--- config.mk ---
export PLATFORM = sky130hd
export DESIGN_NAME = mpu_ctrl
export DESIGN_NICKNAME = d
export VERILOG_FILES = /design/src/rtl/global_defs.sv /design/src/rtl/mpu_pkg.sv /design/src/rtl/mpu_scoreboard.sv /design/src/rtl/mpu_ctrl.sv
export SDC_FILE = /design/constraint.sdc
export NUM_CORES = 1
export LEC_CHECK = 0
export CORE_MARGIN = 4
export CORE_UTILIZATION = 50
export CTS_CLUSTER_SIZE = 14
export DETAILED_ROUTE_END_ITERATION = 8
export GPL_TIMING_DRIVEN = 1
export PLACE_DENSITY = 0.72
export SETUP_SLACK_MARGIN = 0.02
export SLEW_MARGIN = 20
export SYNTH_ARGS = -nofsm -noshare
export SYNTH_HDL_FRONTEND = slang
export SYNTH_SLANG_ARGS = --single-unit
--- constraint.sdc ---
create_clock -name clk -period 3.75 [get_ports clk]
set_clock_uncertainty 0.15 [all_clocks]
set_input_delay 0.75 -clock clk [delete_from_list [all_inputs] [get_ports clk]]
set_output_delay 0.75 -clock clk [all_outputs]
set_load 0.1 [all_outputs]
--- src/rtl/global_defs.sv ---
// Global matrix geometry shared by the MPU blocks.
package global_defs;
    localparam int M               = 8;
    localparam int N               = 8;
    localparam int MBITS           = $clog2(M);
    localparam int NBITS           = $clog2(N);
    localparam int MATRIX_REG_SIZE = 2;
endpackage

--- src/rtl/mpu_pkg.sv ---
// MPU controller types: FSM states, opcodes, error codes, scoreboard entry.
package mpu_pkg;
    import global_defs::*;

    typedef enum logic [2:0] {
        CTRL_IDLE       = 3'd0,
        CTRL_LOAD_REQ   = 3'd1,
        CTRL_LOAD_WAIT  = 3'd2,
        CTRL_MULT_WAIT  = 3'd3,
        CTRL_STORE_WAIT = 3'd4
    } ctrl_state_t;

    typedef enum logic [1:0] {
        OP_NOP   = 2'd0,
        OP_LOAD  = 2'd1,
        OP_MULT  = 2'd2,
        OP_STORE = 2'd3
    } opcode_t;

    typedef enum logic [2:0] {
        ERR_NONE         = 3'd0,
        ERR_NOT_VALID    = 3'd1,
        ERR_LOAD_DIM     = 3'd2,
        ERR_DIM_MISMATCH = 3'd3,
        ERR_TIMEOUT      = 3'd4
    } err_code_t;

    typedef struct packed {
        logic             valid;
        logic [MBITS:0]   m;
        logic [NBITS:0]   n;
    } sb_entry_t;
endpackage

--- src/rtl/mpu_scoreboard.sv ---
// Per-register valid/dimension tracking: one write port, two combinational reads.
module mpu_scoreboard
    import global_defs::*;
    import mpu_pkg::*;
#(
    parameter int NREG = 2**MATRIX_REG_SIZE
) (
    input  logic                       clk,
    input  logic                       rst,
    input  logic                       wr_en,
    input  logic [MATRIX_REG_SIZE-1:0] wr_addr,
    input  logic                       wr_valid,
    input  logic [MBITS:0]             wr_m,
    input  logic [NBITS:0]             wr_n,
    input  logic [MATRIX_REG_SIZE-1:0] rd1_addr,
    output logic                       rd1_valid,
    output logic [MBITS:0]             rd1_m,
    output logic [NBITS:0]             rd1_n,
    input  logic [MATRIX_REG_SIZE-1:0] rd2_addr,
    output logic                       rd2_valid,
    output logic [MBITS:0]             rd2_m,
    output logic [NBITS:0]             rd2_n
);
    sb_entry_t entry [NREG];

    always_ff @(posedge clk or posedge rst) begin
        if (rst) begin
            for (int i = 0; i < NREG; i++) entry[i] <= '0;
        end else if (wr_en) begin
            entry[wr_addr] <= '{valid: wr_valid, m: wr_m, n: wr_n};
        end
    end

    assign rd1_valid = entry[rd1_addr].valid;
    assign rd1_m     = entry[rd1_addr].m;
    assign rd1_n     = entry[rd1_addr].n;
    assign rd2_valid = entry[rd2_addr].valid;
    assign rd2_m     = entry[rd2_addr].m;
    assign rd2_n     = entry[rd2_addr].n;
endmodule

--- src/rtl/mpu_ctrl.sv ---
// MPU command controller: sequences LOAD/MULT/STORE sub-units, tracks register
// validity and dimensions, and latches the first error cause.
module mpu_ctrl
    import global_defs::*;
    import mpu_pkg::*;
#(
    parameter int TIMEOUT = 1024,
    parameter int NREG    = 2**MATRIX_REG_SIZE
) (
    input  logic                       clk,
    input  logic                       rst,
    input  logic                       cmd_valid_in,
    output logic                       cmd_ready_out,
    input  logic [1:0]                 cmd_op_in,
    input  logic [MATRIX_REG_SIZE-1:0] cmd_dst_in,
    input  logic [MATRIX_REG_SIZE-1:0] cmd_src1_in,
    input  logic [MATRIX_REG_SIZE-1:0] cmd_src2_in,
    input  logic [MBITS:0]             cmd_m_in,
    input  logic [NBITS:0]             cmd_n_in,
    output logic                       load_en_out,
    output logic [MATRIX_REG_SIZE-1:0] load_addr_out,
    output logic [MBITS:0]             load_m_out,
    output logic [NBITS:0]             load_n_out,
    input  logic                       load_ack_in,
    input  logic                       load_error_in,
    output logic                       mult_start_out,
    output logic [MATRIX_REG_SIZE-1:0] mult_src1_out,
    output logic [MATRIX_REG_SIZE-1:0] mult_src2_out,
    output logic [MATRIX_REG_SIZE-1:0] mult_dst_out,
    input  logic                       mult_done_in,
    output logic                       store_start_out,
    output logic [MATRIX_REG_SIZE-1:0] store_addr_out,
    input  logic                       store_done_in,
    output logic                       busy_out,
    output logic                       err_out,
    output logic [2:0]                 err_code_out
);
    localparam int CW = $clog2(TIMEOUT + 1);

    ctrl_state_t state, state_d;
    opcode_t     op;
    logic        accept;
    logic [CW-1:0] cnt;
    logic        timeout_hit;

    logic                       rd1_valid, rd2_valid;
    logic [MBITS:0]             rd1_m, rd2_m;
    logic [NBITS:0]             rd1_n, rd2_n;
    logic                       sb_wr_en, sb_wr_valid;
    logic [MATRIX_REG_SIZE-1:0] sb_wr_addr;
    logic [MBITS:0]             sb_wr_m;
    logic [NBITS:0]             sb_wr_n;

    // Destination and result dims captured at accept, so dst==src MULT is safe.
    logic [MATRIX_REG_SIZE-1:0] pend_dst;
    logic [MBITS:0]             pend_m;
    logic [NBITS:0]             pend_n;

    logic      load_en_d, mult_start_d, store_start_d;
    logic      err_evt;
    err_code_t err_val;

    assign op            = opcode_t'(cmd_op_in);
    assign cmd_ready_out = (state == CTRL_IDLE);
    assign busy_out      = (state != CTRL_IDLE);
    assign accept        = cmd_valid_in && cmd_ready_out;
    assign timeout_hit   = (cnt == CW'(TIMEOUT - 1));

    mpu_scoreboard #(.NREG(NREG)) u_sb (
        .clk       (clk),
        .rst       (rst),
        .wr_en     (sb_wr_en),
        .wr_addr   (sb_wr_addr),
        .wr_valid  (sb_wr_valid),
        .wr_m      (sb_wr_m),
        .wr_n      (sb_wr_n),
        .rd1_addr  (cmd_src1_in),
        .rd1_valid (rd1_valid),
        .rd1_m     (rd1_m),
        .rd1_n     (rd1_n),
        .rd2_addr  (cmd_src2_in),
        .rd2_valid (rd2_valid),
        .rd2_m     (rd2_m),
        .rd2_n     (rd2_n)
    );

    always_ff @(posedge clk or posedge rst) begin
        if (rst) begin
            state <= CTRL_IDLE;
            cnt   <= '0;
        end else begin
            state <= state_d;
            cnt   <= (state_d != state || state == CTRL_IDLE) ? '0 : cnt + 1'b1;
        end
    end

    always_comb begin
        state_d = state;
        case (state)
            CTRL_IDLE: begin
                if (accept) begin
                    case (op)
                        OP_LOAD:  state_d = CTRL_LOAD_REQ;
                        OP_MULT:  if (rd1_valid && rd2_valid && int'(rd1_n) == int'(rd2_m))
                                      state_d = CTRL_MULT_WAIT;
                        OP_STORE: if (rd1_valid) state_d = CTRL_STORE_WAIT;
                        default:  state_d = CTRL_IDLE;
                    endcase
                end
            end
            CTRL_LOAD_REQ: begin
                if (load_error_in)    state_d = CTRL_IDLE;
                else if (load_ack_in) state_d = CTRL_LOAD_WAIT;
                else if (timeout_hit) state_d = CTRL_IDLE;
            end
            CTRL_LOAD_WAIT:  if (!load_ack_in || timeout_hit)  state_d = CTRL_IDLE;
            CTRL_MULT_WAIT:  if (mult_done_in || timeout_hit)  state_d = CTRL_IDLE;
            CTRL_STORE_WAIT: if (store_done_in || timeout_hit) state_d = CTRL_IDLE;
            default:         state_d = CTRL_IDLE;
        endcase
    end

    always_comb begin
        load_en_d     = 1'b0;
        mult_start_d  = 1'b0;
        store_start_d = 1'b0;
        sb_wr_en      = 1'b0;
        sb_wr_addr    = pend_dst;
        sb_wr_valid   = 1'b0;
        sb_wr_m       = pend_m;
        sb_wr_n       = pend_n;
        err_evt       = 1'b0;
        err_val       = ERR_NONE;
        case (state)
            CTRL_IDLE: begin
                if (accept) begin
                    case (op)
                        OP_LOAD: begin
                            load_en_d  = 1'b1;
                            sb_wr_en   = 1'b1;
                            sb_wr_addr = cmd_dst_in;
                        end
                        OP_MULT: begin
                            if (!(rd1_valid && rd2_valid)) begin
                                err_evt = 1'b1;
                                err_val = ERR_NOT_VALID;
                            end else if (int'(rd1_n) != int'(rd2_m)) begin
                                err_evt = 1'b1;
                                err_val = ERR_DIM_MISMATCH;
                            end else begin
                                mult_start_d = 1'b1;
                                sb_wr_en     = 1'b1;
                                sb_wr_addr   = cmd_dst_in;
                            end
                        end
                        OP_STORE: begin
                            if (!rd1_valid) begin
                                err_evt = 1'b1;
                                err_val = ERR_NOT_VALID;
                            end else begin
                                store_start_d = 1'b1;
                            end
                        end
                        default: ;
                    endcase
                end
            end
            CTRL_LOAD_REQ: begin
                if (load_error_in) begin
                    err_evt = 1'b1;
                    err_val = ERR_LOAD_DIM;
                end else if (!load_ack_in && timeout_hit) begin
                    err_evt = 1'b1;
                    err_val = ERR_TIMEOUT;
                end
            end
            CTRL_LOAD_WAIT: begin
                if (!load_ack_in) begin
                    sb_wr_en    = 1'b1;
                    sb_wr_valid = 1'b1;
                end else if (timeout_hit) begin
                    err_evt = 1'b1;
                    err_val = ERR_TIMEOUT;
                end
            end
            CTRL_MULT_WAIT: begin
                if (mult_done_in) begin
                    sb_wr_en    = 1'b1;
                    sb_wr_valid = 1'b1;
                end else if (timeout_hit) begin
                    err_evt = 1'b1;
                    err_val = ERR_TIMEOUT;
                end
            end
            CTRL_STORE_WAIT: begin
                if (!store_done_in && timeout_hit) begin
                    err_evt = 1'b1;
                    err_val = ERR_TIMEOUT;
                end
            end
            default: ;
        endcase
    end

    always_ff @(posedge clk or posedge rst) begin
        if (rst) begin
            load_en_out     <= 1'b0;
            load_addr_out   <= '0;
            load_m_out      <= '0;
            load_n_out      <= '0;
            mult_start_out  <= 1'b0;
            mult_src1_out   <= '0;
            mult_src2_out   <= '0;
            mult_dst_out    <= '0;
            store_start_out <= 1'b0;
            store_addr_out  <= '0;
            pend_dst        <= '0;
            pend_m          <= '0;
            pend_n          <= '0;
            err_out         <= 1'b0;
            err_code_out    <= '0;
        end else begin
            load_en_out     <= load_en_d;
            mult_start_out  <= mult_start_d;
            store_start_out <= store_start_d;
            if (load_en_d) begin
                load_addr_out <= cmd_dst_in;
                load_m_out    <= cmd_m_in;
                load_n_out    <= cmd_n_in;
            end
            if (mult_start_d) begin
                mult_src1_out <= cmd_src1_in;
                mult_src2_out <= cmd_src2_in;
                mult_dst_out  <= cmd_dst_in;
            end
            if (store_start_d) store_addr_out <= cmd_src1_in;
            if (load_en_d || mult_start_d) begin
                pend_dst <= cmd_dst_in;
                pend_m   <= load_en_d ? cmd_m_in : rd1_m;
                pend_n   <= load_en_d ? cmd_n_in : rd2_n;
            end
            if (err_evt && !err_out) begin
                err_out      <= 1'b1;
                err_code_out <= err_val;
            end
        end
    end
endmodule

Yosys cells after proc, flatten, opt, wreduce, memory -nomap -nowiden
Index checks and enable logic that the tools add are counted.
{"block": "totals", "reg_bits": 85, "input_bits": 23, "output_inout_bits": 27}
{"block": "op_classes", "add_sub_neg": 1, "magnitude_cmp": 4, "n_eq_ne": 11, "n_mux": 70, "bitwise_logic": 3, "n_reduce_logical": 17}
{"cell": "$mux 3", "n": 15}
{"cell": "$mux 9", "n": 5}
{"cell": "$bmux 9 s2", "n": 2}
{"cell": "$bwmux 36", "n": 1}
{"cell": "$pmux 3 s5", "n": 2}
{"cell": "$mux 1", "n": 26}
{"cell": "$demux 9 s2", "n": 1}
{"cell": "$mux 2", "n": 7}
{"cell": "$add 11x1->11 const B", "n": 1}
{"cell": "$eq 11x10->1 const B", "n": 1}
{"cell": "$mux 11", "n": 1}
{"cell": "$ge 3x3->1 const B", "n": 3}
{"cell": "$not 2->3", "n": 3}
{"cell": "$pmux 3 s3", "n": 1}
{"cell": "$mux 4", "n": 2}
{"cell": "$pmux 2 s2", "n": 2}
{"cell": "$logic_and 1x1->1", "n": 7}
{"cell": "$eq 3x2->1 const B", "n": 2}
{"cell": "$pmux 1 s2", "n": 3}
{"cell": "$logic_or 1x1->1", "n": 5}
{"cell": "$pmux 1 s5", "n": 1}
{"cell": "$eq 2x2->1 const B", "n": 2}
{"cell": "$eq 4x4->1", "n": 1}
{"cell": "$ne 4x4->1", "n": 1}
{"cell": "other kinds (9)", "n": 11}

Logic depth before layout (Yosys ltp)
{"block": "logic_depth", "depth_word": 16, "ltp_mapped": 9}

By module
From an unflattened synthesis, not the netlist that was laid out.
{"block": "unflattened", "cells_unflattened": 345, "area_unflattened_um2": 4296.6}
{"mod": "mpu_ctrl", "instances": 1, "cells_per_inst": 245, "area_each_um2": 2508.7, "seq_area_each_um2": 1226.2}
{"mod": "mpu_scoreboard", "instances": 1, "cells_per_inst": 100, "area_each_um2": 1788.0, "seq_area_each_um2": 900.9}

Worst setup path after synthesis
No wires, ideal clock.
{"block": "synth_timing", "path_type": "register to register", "start": "reg state[1]", "end": "reg err_code_out[1]", "t_arrival_ns": 2.956, "t_required_ns": 3.474, "setup_slack_ns": 0.518, "path_stages_with_launch": 8, "n_path_buf": 1, "path_cell_list": "dfrtp_1 clkbuf_1 or3_1 inv_1 nand2_1 nand3_1 o311ai_0 mux2_2"}
{"block": "synth_between", "elab_chain_len": 5, "elab_cells_between_ends": 11, "cone_classes": "eq/ne (4); mux (4); reduce/logical (3)"}
{"element": "start, declared", "line_no": "mpu_ctrl.sv:40", "source": "ctrl_state_t state, state_d;"}
{"element": "start signal, assigned", "line_no": "mpu_ctrl.sv:92", "source": "state <= state_d;"}
{"element": "$logic_not 3->1 *", "line_no": "mpu_ctrl.sv:64", "source": "assign cmd_ready_out = (state == CTRL_IDLE);"}
{"element": "named net cmd_ready_out", "line_no": "mpu_ctrl.sv:13", "source": "output logic cmd_ready_out,"}
{"element": "$logic_and 1x1->1", "line_no": "mpu_ctrl.sv:66", "source": "assign accept = cmd_valid_in && cmd_ready_out;"}
{"element": "$mux 1", "line_no": "mpu_ctrl.sv:136", "source": "if (accept) begin"}
{"element": "$pmux 1 s5", "line_no": "mpu_ctrl.sv:134", "source": "case (state)"}
{"element": "$logic_and 1x1->1", "line_no": "mpu_ctrl.sv:242", "source": "if (err_evt && !err_out) begin"}
{"element": "end signal, assigned", "line_no": "mpu_ctrl.sv:244", "source": "err_code_out <= err_val;"}
{"element": "end, declared", "line_no": "mpu_ctrl.sv:36", "source": "output logic [2:0] err_code_out"}
The timed path passes the listed nets; every way through them passes the cells marked *.
A chain may end at the register's enable or synchronous reset.

Final worst setup path
{"block": "layout_timing", "start": "in cmd_src2_in[0]", "end": "reg u_sb.entry[11] (netlist name)"}
{"block": "layout_between", "elab_chain_len": 16, "elab_cells_between_ends": 23, "cone_classes": "order compare (2); eq/ne (1); mux (16); bitwise (2); reduce/logical (2)"}
{"element": "start, declared", "line_no": "mpu_ctrl.sv:17", "source": "input logic [MATRIX_REG_SIZE-1:0] cmd_src2_in,"}
{"element": "$not 2->3 (not written as such) *", "line_no": "mpu_scoreboard.sv:37, mpu_scoreboard.sv:38"}
{"element": "$bmux 9 s2 *", "line_no": "mpu_scoreboard.sv:37, mpu_scoreboard.sv:38"}
{"element": "$mux 9 (not written as such) * (2 in series)", "line_no": "mpu_scoreboard.sv:38", "source": "assign rd2_m = entry[rd2_addr].m;"}
{"element": "$ne 4x4->1", "line_no": "mpu_ctrl.sv:147", "source": "end else if (int'(rd1_n) != int'(rd2_m)) begin"}
{"element": "$mux 2", "line_no": "mpu_ctrl.sv:147"}
{"element": "$mux 2", "line_no": "mpu_ctrl.sv:144", "source": "if (!(rd1_valid && rd2_valid)) begin"}
{"element": "$pmux 2 s2", "line_no": "mpu_ctrl.sv:137", "source": "case (op)"}
{"element": "$mux 2", "line_no": "mpu_ctrl.sv:136"}
{"element": "$mux 2", "line_no": "mpu_ctrl.sv:134"}
{"element": "$not 2->3 (not written as such)", "line_no": "mpu_scoreboard.sv:30", "source": "entry[wr_addr] <= '{valid: wr_valid, m: wr_m, n: wr_n};"}
{"element": "$ge 3x3->1 (not written as such) / $lt 3x1->1 (equally long branches)", "line_no": "mpu_scoreboard.sv:30"}
{"element": "$logic_and 1x1->1 (not written as such)", "line_no": "mpu_scoreboard.sv:30"}
{"element": "$mux 9 (not written as such)", "line_no": "mpu_scoreboard.sv:30"}
{"element": "$demux 9 s2", "line_no": "mpu_scoreboard.sv:30"}
{"element": "$bwmux 36", "line_no": "mpu_scoreboard.sv:30"}
{"element": "end signal, assigned by index", "line_no": "mpu_scoreboard.sv:30"}
{"element": "end, declared", "line_no": "mpu_scoreboard.sv:24", "source": "sb_entry_t entry [NREG];"}
Mark *: on every way between the ends. The rest lies on a longest branch, timed or not. The select of a mux whose other input is x is not followed.

==> metrics.yaml <==
sta:
  fin_crit_ps: 3500
  max_slew_violation_count: 0
  post_route_worst_hold_slack_ps: 336
  grt_setup_unrepaired: "false"
  setup-violations-final: 0
  finalCritPeriodShare_pct: 93.5
  timing.fmax_ghz: 0.285
  postLayoutSetupSlackWorst_ps: 246
  tightestPinTransition_ps: 976
  tns_ps: 0
  timing_hold_violations_final: 0
  slew_headroom_pct: 34.7
yosys:
  synth.cell_area_sq_um: 4330
  synth_seq_cells: 85
  synth_sequential_area_ratio_pct: 49.1
  synth-edff-count: 0
  synth.lib_cells_used.distinct: 52
  synth_flop_cell: "sky130_fd_sc_hd__dfrtp_1"
  post_synth_inst_count: 342
  yosys_warnings: 0
  synth.avg_cell_area_sq_um: 12.7
  synth_nets: 370
  synth-async-reset-ratio_pct: 100
power:
  clock_power_share_pct: 20.9
  power_switching_w: 0.00117
  seqPwrFrac_pct: 41.8
  p_leak_nw: 2.44
  vdd_ir_drop_max_uv: 402
  power_density_nw_per_um2: 594
  net_switching_share_of_the_total_power_pct: 36.9
  combPwrFrac_pct: 37.3
  internal_dissipation_w: 0.00200
place:
  place_hpwl_um: 6840
  pre_cts_ws_ps: -115
  gpl.final_weighted_congestion: 0.861
  port_buffers: 49
clock_network:
  insertion_delay_of_the_later_clocked_pin_in_the_worst_skew_pair_ps: 350
  numClockSinks: 85
  post_cts_resize_count: 0
  cts-buffers-inserted: 9
  clk_transition_reported_paths_ps: 80
  tritoncts: "done"
  post_cts_buffers: 0
  holdBufCountCts: 0
  clock_tree.buffer_depth: 2
  cts_htree_levels: 3
  cts_root_buffer: "sky130_fd_sc_hd__clkbuf_8"
global_route:
  grt_util_all_layers_pct: 20.2
  first_global_vias: 3118
  grt_antenna_before_repair: 0
  grt_start_max_net_pins: 46
  gr_overflow_total: 0
  grt_first_pass_wirelength_um: 15900
critical_path:
  start_to_end_type_of_the_worst_setup_path: "input port to flip-flop"
  worst-endpoint-arrival_ps: 3590
  timing.critical_path.from_type: "input port"
  timing.critical_path.to_type: "flip-flop"
  crit_path_max_fanout: 9
  setup.reg_to_reg.worst_slack_ps: 910
  timing.critical_path.required_ps: 3840
  r2r_cells: 8
die:
  floorplan.io_pins: 50
  floorplan.rows: 33
  die-area_sq_um: 10200
  die_height_um: 101
  initial_cell_density_of_the_core_pct: 52.1
  floorplan.core_area_sq_um: 8300
  die_width_um: 101
drt:
  ant_nets: 0
  routed-wl-met3_um: 455
  route.detailed.drc: 0
  drt_first_pass_iters: 4
  topRoutingLayerUsed: "met4"
  avgRoutedWirePerCell_um: 17.9
  met2_wirelength_um: 4830
  detail_route.iter0.violations: 186
  post_drt_via_cell_ratio: 5.59
  metal_1_wl_um: 4000
  detail_route.wirelength_um: 9460
  vias: 2954
final_layout:
  antenna_cells_inserted: 0
  mostFrequentLayoutCell: "sky130_fd_sc_hd__dfrtp_1"
  share_of_the_core_filled_with_cells_pct: 64.5
  post_route_cells_drive_above_1_share_pct: 27.7
  final_nets: 446
  layout_common_cells: "85 x sky130_fd_sc_hd__dfrtp_1, 48 x sky130_fd_sc_hd__clkdlybuf4s50_1, 44 x sky130_fd_sc_hd__nand2_1"
  area.growth.synth_to_final_pct: 23.6
run:
  max_cap_viol_count: 0
worst_hold_path:
  min_delay_path_depth: 2
  holdCritPathClass: "flip-flop to flip-flop"
status:
  run_status: "completed"
## flip-flops by register name, indices dropped and copies added (netlist names)
signal / cells
cnt: 11
err_code_out: 3
err_out: 1
load_addr_out: 2
load_en_out: 1
load_m_out: 4
load_n_out: 4
mult_dst_out: 2
mult_src1_out: 2
mult_src2_out: 2
mult_start_out: 1
pend_dst: 2
pend_m: 4
pend_n: 4
state: 3
store_addr_out: 2
store_start_out: 1
u_sb.entry: 36
## cell type report
cell class / count / area, sq um
Inverter: 12 / 46.3
Clock buffer: 11 / 141
Sequential cell: 85 / 2130
Fill cell: 630 / 2950
Multi-Input combinational cell: 233 / 2070
Tap cell: 105 / 131
Clock inverter: 5 / 60.1
Timing Repair Buffer: 77 / 773
## final timing paths
kind	start	endpoint
max	cmd_src2_in[0]	u_sb.entry[11]
min	load_addr_out[1]	load_addr_out[1]
max reg2reg	u_sb.entry[24]	u_sb.entry[11]
min reg2reg	load_addr_out[1]	load_addr_out[1]
max in group asynchronous	rst	u_sb.entry[23]
min in group asynchronous	rst	store_addr_out[0]
## worst max-delay path: stages
cell	delay, ps
sky130_fd_sc_hd__clkdlybuf4s50_1	450
sky130_fd_sc_hd__buf_4	170
sky130_fd_sc_hd__mux4_1	580
sky130_fd_sc_hd__xnor2_1	200
sky130_fd_sc_hd__and4_4	290
sky130_fd_sc_hd__a21oi_4	80
sky130_fd_sc_hd__a221oi_4	360
sky130_fd_sc_hd__and3b_1	250
sky130_fd_sc_hd__buf_12	160
sky130_fd_sc_hd__mux2_4	300
## synth_stat cells (5+ instances only)
| library cell | instances | area, sq um |
|---|---|---|
| sky130_fd_sc_hd__dfrtp_1 | 85 | 2130 |
| sky130_fd_sc_hd__nand2_1 | 44 | 165 |
| sky130_fd_sc_hd__mux2_2 | 30 | 338 |
| sky130_fd_sc_hd__nor2_1 | 24 | 90.1 |
| sky130_fd_sc_hd__o21ai_0 | 19 | 95.1 |
| sky130_fd_sc_hd__mux2_4 | 18 | 270 |
| sky130_fd_sc_hd__inv_1 | 11 | 41.3 |
| sky130_fd_sc_hd__mux4_2 | 11 | 248 |
| sky130_fd_sc_hd__mux2i_1 | 8 | 80.1 |
| sky130_fd_sc_hd__mux4_1 | 7 | 184 |
| sky130_fd_sc_hd__a21oi_1 | 6 | 30.0 |
| sky130_fd_sc_hd__buf_6 | 5 | 56.3 |
| sky130_fd_sc_hd__clkbuf_1 | 5 | 18.8 |
| sky130_fd_sc_hd__ha_1 | 5 | 62.6 |
| sky130_fd_sc_hd__nand3_1 | 5 | 25.0 |
| sky130_fd_sc_hd__xor2_1 | 5 | 43.8 |
## layer usage
metal  vias up  track usage (%)
li1       1375                -
met1      1494             26.6
met2        70             33.1
met3        15             5.19
met4         0             5.73
met5         -                0
## cells by family after synthesis
group,after synthesis,synth area share [%]
compound gates,40,6.33
xor+xnor,12,2.95
fa+ha+maj,5,1.45
buf+inv,24,3.01
flops,85,49.1
mux,74,25.9
simple gates,102,11.2
## power groups by stage
| stage | Combinational [W] | Sequential [W] | Clock [W] |
|---|---|---|---|
| after floorplan | 0.000612 | 0.00158 | 0 |
| after global placement | 0.00117 | 0.00132 | 0 |
| after detailed placement | 0.00119 | 0.00134 | 0 |
| after CTS | 0.00120 | 0.00133 | 0.000677 |
| after global routing | 0.00125 | 0.00136 | 0.000722 |
| final | 0.00119 | 0.00133 | 0.000663 |
## per-stage QoR
step	area (sq um)	total power (W)	cells
after CTS	5350	0.00320	528
final	5350	0.00318	528
after global routing	5350	0.00333	528
after floorplan	4330	0.00219	342
after global placement	5150	0.00249	512
after detailed placement	5150	0.00253	512
Power figures use the tool's default switching activity.
